[config.mk]
export PLATFORM = sky130hd
export DESIGN_NAME = operand_stage
export DESIGN_NICKNAME = d
export VERILOG_FILES = /design/src/rtl/mips_pkg.sv /design/src/rtl/operand_stage_reg_file.sv /design/src/rtl/operand_stage.sv
export SDC_FILE = /design/constraint.sdc
export NUM_CORES = 1
export LEC_CHECK = 0
export CORE_ASPECT_RATIO = 1.1
export CORE_MARGIN = 2
export CORE_UTILIZATION = 47
export DETAILED_ROUTE_END_ITERATION = 7
export PLACE_DENSITY_LB_ADDON = 0.08
export REMOVE_ABC_BUFFERS = 1
export SYNTH_ARGS = -nofsm -noshare
export SYNTH_HDL_FRONTEND = slang
export SYNTH_SLANG_ARGS = --single-unit
export TNS_END_PERCENT = 20
[constraint.sdc]
create_clock -name clk -period 3.75 [get_ports clk]
set_clock_uncertainty 0.15 [all_clocks]
set_input_delay 0.75 -clock clk [delete_from_list [all_inputs] [get_ports clk]]
set_output_delay 0.75 -clock clk [all_outputs]
set_load 0.005 [all_outputs]
[src/rtl/mips_pkg.sv]
// Shared definitions for the MIPS-style datapath slice: widths, ALU opcodes,
// register count and the operand-stage occupancy state type.
package mips_pkg;

    localparam int DATA_W   = 16;
    localparam int ADDR_W   = 2;
    localparam int IMM_W    = 8;
    localparam int OP_W     = 4;
    localparam int NUM_REGS = 1 << ADDR_W;

    localparam logic [OP_W-1:0] OP_AND  = 4'b0000;
    localparam logic [OP_W-1:0] OP_OR   = 4'b0001;
    localparam logic [OP_W-1:0] OP_ADD  = 4'b0010;
    localparam logic [OP_W-1:0] OP_SUB  = 4'b0110;
    localparam logic [OP_W-1:0] OP_SLT  = 4'b0111;
    localparam logic [OP_W-1:0] OP_NOR  = 4'b1100;
    localparam logic [OP_W-1:0] OP_NAND = 4'b1101;

    // Occupancy of the single output slot feeding the ALU.
    typedef enum logic {
        ST_EMPTY = 1'b0,
        ST_FULL  = 1'b1
    } stage_state_t;

endpackage

[src/rtl/operand_stage_reg_file.sv]
// Architectural register file: 2^ADDR_W entries, r0 reads as zero,
// two combinational read ports with write-through bypass from the WB port.
module reg_file #(
    parameter int DATA_W = mips_pkg::DATA_W,
    parameter int ADDR_W = mips_pkg::ADDR_W
) (
    input  logic              clk,
    input  logic              rst_n,
    input  logic              wb_en,
    input  logic [ADDR_W-1:0] wb_addr,
    input  logic [DATA_W-1:0] wb_data,
    input  logic [ADDR_W-1:0] ra_addr,
    output logic [DATA_W-1:0] ra_data,
    input  logic [ADDR_W-1:0] rb_addr,
    output logic [DATA_W-1:0] rb_data
);

    localparam int NREG = 1 << ADDR_W;

    logic [DATA_W-1:0] regs [NREG];
    logic              wb_live;

    // Writes to r0 are dropped so it stays zero forever.
    assign wb_live = wb_en && (wb_addr != '0);

    // Synchronous write port; reset clears every entry.
    always_ff @(posedge clk) begin
        if (!rst_n) begin
            for (int i = 0; i < NREG; i++) begin
                regs[i] <= '0;
            end
        end else if (wb_live) begin
            regs[wb_addr] <= wb_data;
        end
    end

    // Read ports: r0 forced to zero, otherwise same-cycle write wins over storage.
    always_comb begin
        ra_data = regs[ra_addr];
        if (ra_addr == '0) begin
            ra_data = '0;
        end else if (wb_live && (wb_addr == ra_addr)) begin
            ra_data = wb_data;
        end

        rb_data = regs[rb_addr];
        if (rb_addr == '0) begin
            rb_data = '0;
        end else if (wb_live && (wb_addr == rb_addr)) begin
            rb_data = wb_data;
        end
    end

endmodule

[src/rtl/operand_stage.sv]
// ID/EX operand stage: reads rs/rt from the register file, builds operand b
// from rt or the extended immediate, and holds op/a/b/rd in a registered
// valid/ready slot with stall, hold-time write-back refresh and flush.
// Build option: OPERAND_STAGE_ZEXT_LOGIC_EN zero-extends the immediate for
// the logical ops (AND, OR, NOR, NAND); otherwise it is always sign-extended.
module operand_stage #(
    parameter int DATA_W = mips_pkg::DATA_W,
    parameter int ADDR_W = mips_pkg::ADDR_W,
    parameter int IMM_W  = mips_pkg::IMM_W,
    parameter int OP_W   = mips_pkg::OP_W
) (
    input  logic              clk,
    input  logic              rst_n,
    input  logic              in_valid,
    output logic              in_ready,
    input  logic [OP_W-1:0]   in_op,
    input  logic [ADDR_W-1:0] in_rs,
    input  logic [ADDR_W-1:0] in_rt,
    input  logic [ADDR_W-1:0] in_rd,
    input  logic [IMM_W-1:0]  in_imm,
    input  logic              in_use_imm,
    input  logic              in_reg_write,
    input  logic              flush,
    input  logic              wb_en,
    input  logic [ADDR_W-1:0] wb_addr,
    input  logic [DATA_W-1:0] wb_data,
    output logic              out_valid,
    input  logic              out_ready,
    output logic [OP_W-1:0]   out_op,
    output logic [DATA_W-1:0] out_a,
    output logic [DATA_W-1:0] out_b,
    output logic [ADDR_W-1:0] out_rd,
    output logic              out_reg_write
);

    import mips_pkg::*;

    stage_state_t             state;
    logic [DATA_W-1:0]        rs_val;
    logic [DATA_W-1:0]        rt_val;
    logic signed [DATA_W-1:0] b_sel;
    logic                     accept;
    logic                     wb_live;

    logic [OP_W-1:0]          op_p1;
    logic signed [DATA_W-1:0] a_p1;
    logic signed [DATA_W-1:0] b_p1;
    logic [ADDR_W-1:0]        rd_p1;
    logic [ADDR_W-1:0]        rs_p1;
    logic [ADDR_W-1:0]        rt_p1;
    logic                     rw_p1;
    logic                     use_imm_p1;

`ifdef OPERAND_STAGE_ZEXT_LOGIC_EN
    function automatic logic signed [DATA_W-1:0] ext_imm(
        input logic [IMM_W-1:0] imm,
        input logic [OP_W-1:0]  op
    );
        if (op == OP_AND || op == OP_OR || op == OP_NOR || op == OP_NAND) begin
            return {{(DATA_W-IMM_W){1'b0}}, imm};
        end
        return {{(DATA_W-IMM_W){imm[IMM_W-1]}}, imm};
    endfunction
`else
    function automatic logic signed [DATA_W-1:0] ext_imm(
        input logic [IMM_W-1:0] imm
    );
        return {{(DATA_W-IMM_W){imm[IMM_W-1]}}, imm};
    endfunction
`endif

    reg_file #(
        .DATA_W (DATA_W),
        .ADDR_W (ADDR_W)
    ) u_reg_file (
        .clk     (clk),
        .rst_n   (rst_n),
        .wb_en   (wb_en),
        .wb_addr (wb_addr),
        .wb_data (wb_data),
        .ra_addr (in_rs),
        .ra_data (rs_val),
        .rb_addr (in_rt),
        .rb_data (rt_val)
    );

    assign wb_live = wb_en && (wb_addr != '0);

    // Flush blocks intake for its cycle; otherwise the slot takes a new
    // instruction whenever it is empty or being drained.
    assign in_ready = !flush && ((state == ST_EMPTY) || out_ready);
    assign accept   = in_valid && in_ready;

    // Operand b source select.
    always_comb begin
`ifdef OPERAND_STAGE_ZEXT_LOGIC_EN
        b_sel = in_use_imm ? ext_imm(in_imm, in_op) : $signed(rt_val);
`else
        b_sel = in_use_imm ? ext_imm(in_imm) : $signed(rt_val);
`endif
    end

    // ---- p0 (decode/read) -> p1 (registered ALU operands) ----
    // Slot FSM and output registers: flush > accept > drain > hold refresh.
    always_ff @(posedge clk) begin
        if (!rst_n) begin
            state      <= ST_EMPTY;
            op_p1      <= '0;
            a_p1       <= '0;
            b_p1       <= '0;
            rd_p1      <= '0;
            rs_p1      <= '0;
            rt_p1      <= '0;
            rw_p1      <= 1'b0;
            use_imm_p1 <= 1'b0;
        end else if (flush) begin
            state <= ST_EMPTY;
        end else if (accept) begin
            state      <= ST_FULL;
            op_p1      <= in_op;
            a_p1       <= $signed(rs_val);
            b_p1       <= b_sel;
            rd_p1      <= in_rd;
            rs_p1      <= in_rs;
            rt_p1      <= in_rt;
            rw_p1      <= in_reg_write;
            use_imm_p1 <= in_use_imm;
        end else if (state == ST_FULL && out_ready) begin
            state <= ST_EMPTY;
        end else if (state == ST_FULL) begin
            // Stalled: keep held operands coherent with late write-backs.
            if (wb_live && (wb_addr == rs_p1)) begin
                a_p1 <= $signed(wb_data);
            end
            if (wb_live && (wb_addr == rt_p1) && !use_imm_p1) begin
                b_p1 <= $signed(wb_data);
            end
        end
    end

    assign out_valid     = (state == ST_FULL);
    assign out_op        = op_p1;
    assign out_a         = a_p1;
    assign out_b         = b_p1;
    assign out_rd        = rd_p1;
    assign out_reg_write = rw_p1;

endmodule
==> results.tsv <==
metric	value	unit
status	completed	
period_minus_slack	3.00	ns
synth_edf_count	64	
routed_wl	15400	microns
area_growth	25.6	%
p_comb_share	16.0	%
routabilityCongestion	0.820	
route.detailed.drc	0	
maxSlewViolCount	0	
fin_crit_sh	80.0	%
dpl_cell_area	6710	sq um
root_buffer	clkbuf_16	
ys_warn_count	0	
setup_violations	0	
place_worst_setup_slack	0.440	ns
grt_setup_unrepaired	false	
die_area	12800	sq um
async_reset_ff_share	0	%
crit_type	in -> out	
clk_pin_slew	0.07	ns
cts_setup_buffers	0	
insertion_delay	0.34	ns
vias_per_cell	5.99	
grt_pass1_wl	23700	microns
clockBufferDepth	2	
wl_per_cell	22.4	microns
cts_hold_buffers	0	
required	2.85	ns
fin_cells	690	
synth_top_area_share	34.4	%
hold_depth	2	
fin_nets	579	
vias	4131	
finalInstanceArea	7020	sq um
end_kind	output port	
muxShareOfSynthArea	17.3	%
synth_top_area_cell	edfxtp_1	
synth_compound_area_share	16.5	%
drt-initial-drc-count	315	
antenna_found_initial	0	
grtUsageTotal	24.8	%
htreeDepth	3	
ys_types	51	
start_util	48.5	%
critPathLaunchType	input pin	
cts.sinks	109	
dieWidth	108	microns
drv_cap	0	
synth.cell_area	5590	sq um
finalHoldViolations	0	
yosys-top-cells-count	edfxtp_1, and2_1, dfxtp_1, nand2_1, mux4_2	
r2r-start	out_valid$_SDFFE_PP0P_	
drtAntennaViolNets	0	
r2r_cells	5	
first_pass_iters	5	
switching_share	24.0	%
synth_flop_cell	edfxtp_1	
relSlewSlack	19.4	%
cts_tree	done	
placedCellCount	674	
die_h	118	microns
synth-xor-area-share	0.760	%
seqCellArea	2820	sq um
io_pins	85	
p_switching	684	uW
fillers	950	
r2r_slack	1.53	ns
multiInputGateArea	2620	sq um
sequentialPowerShare	49.1	%
antenna_cells	0	
hold_class	reg -> reg	
worst_slack	0.748	ns
synth_top_family_by_area	multiplexers	
r2r_end	out_b[4]$_SDFFE_PN0P_	
hold-path-endpoint	out_op[1]$_SDFFE_PN0P_	
intPower	2170	uW
grt_overflow	0	
yosys.area_share.simple	11.1	%
worst-path-max-fanout	8	
clock_power_share	34.9	%
port_buffers	84	
layout-drive-gt1-share	15.0	%
synthMostInstantiatedCell	edfxtp_1	
cts_resized	0	
ys_top_cells_by_area	edfxtp_1, dfxtp_1, mux4_2	
arrival	2.10	ns
grt_pass1_vias	4291	
ys_seq_area_share	50.5	%
vdd_drop_max	0.217	mV
synthAdderAreaFrac	0	%
tightest_slew	1.21	ns
tns	0	ns
synthCells	433	
ys_ff_latch	109	
fmax	333	MHz
numCtsBuffers	9	
hp-start	out_op[1]$_SDFFE_PN0P_	
grt_max_degree	30	
syn_avg_cell_area	12.9	sq um
cellLeakagePower	0.00276	uW
dp_hpwl	10600	microns
rows	41	
core_area	11500	sq um
p_per_area	406	nW/um^2
## power groups by stage
stage                     Clock, uW  Combinational (uW)  Sequential [uW]
after global placement            0                 447             1420
final                           994                 456             1400
after CTS                      1010                 457             1400
after detailed placement          0                 454             1430
after global routing           1040                 488             1410
after floorplan                   0                 218             1410
## cell families (layout without fill, tap and decap cells)
group	after synthesis	count (layout)
multiplexers	55	55
AO/OA/AOI/OAI	115	115
other	1	16
AND/OR/NAND/NOR	110	110
buffers and inverters	39	131
flip-flops	109	109
XOR/XNOR	4	4
## cell usage in the layout, fill, tap and decap left out, types with 2 or more instances in the layout
cell type and n:
clkdlybuf4s50_1 84, edfxtp_1 64, and2_1 48, dfxtp_1 45
nand2_1 35, mux4_2 27, buf_4 27, mux2i_1 23
a21oi_1 21, o211a_1 17, o31ai_1 16, conb_1 16
o211ai_1 14, clkbuf_16 11, a22oi_1 9, nor2_1 8
o21ai_1 7, a2bb2oi_1 7, o221a_1 7, o21ai_0 5
mux4_1 5, nand2b_1 3, nand3_1 3, xnor2_1 3
and4bb_1 3, a31oi_1 2, or4_1 2, o211ai_2 2
clkbuf_1 2, clkbuf_8 2
## cell type report
type	count	area share [%]
Tap cell	150	2.67
Timing Repair Buffer	112	15.1
Clock inverter	1	0.0891
Clock buffer	15	4.42
Inverter	3	0.160
Sequential cell	109	40.2
Multi-Input combinational cell	300	37.3
## registers in the layout, summed over array words and instances, names as in the netlist
| register | flops |
|---|---|
| out_reg_write | 1 |
| use_imm_p1 | 1 |
| out_valid | 1 |
| rs_p1 | 2 |
| out_b | 16 |
| out_op | 4 |
| u_reg_file.regs | 64 |
| rt_p1 | 2 |
| out_a | 16 |
| out_rd | 2 |
## worst max-delay path by stage
| stage | endpoint | slack [ns] | depth (start not counted) | from |
|---|---|---|---|---|
| final | in_ready | 0.75 | 3 | flush |
| after global routing | in_ready | 0.66 | 3 | flush |
| after CTS | in_ready | 0.74 | 3 | flush |
| after detailed placement | out_b[3]$_SDFFE_PN0P_ | 0.44 | 6 | wb_addr[1] |
| after global placement | out_b[3]$_SDFFE_PN0P_ | 0.54 | 6 | wb_addr[0] |
| after floorplan | out_a[0]$_SDFFE_PN0P_ | 0.39 | 5 | out_ready |
## metrics by stage
| step | hold slack (ns) | utilization (%) | total power, uW |
|---|---|---|---|
| 4_1_cts | 0.310 | 60.9 | 2860 |
| 5_1_grt | 0.335 | 60.9 | 2940 |
| 3_3_place_gp | 0.293 | 58.1 | 1870 |
| 6_report | 0.311 | 60.9 | 2850 |
| 3_5_place_dp | 0.300 | 58.1 | 1880 |
| 2_1_floorplan | 0.295 | - | 1630 |
## worst max-delay path, cell delays in order
cell and delay (ns):
clkdlybuf4s50_1 0.64, nor2_1 0.19, clkdlybuf4s50_1 0.52
## metal layers
| metal | GRT usage, % | vias up | part of all wire (%) | routed length [microns] |
|---|---|---|---|---|
| li1 | - | 1875 | - | - |
| met1 | 32.6 | 2052 | 41 | 6310 |
| met2 | 41.1 | 180 | 49 | 7490 |
| met3 | 5.52 | 24 | 8.5 | 1320 |
| met4 | 7.21 | 0 | 2.0 | 301 |
| met5 | 0 | - | 0 | 0 |
Power figures use the tool's default switching activity.
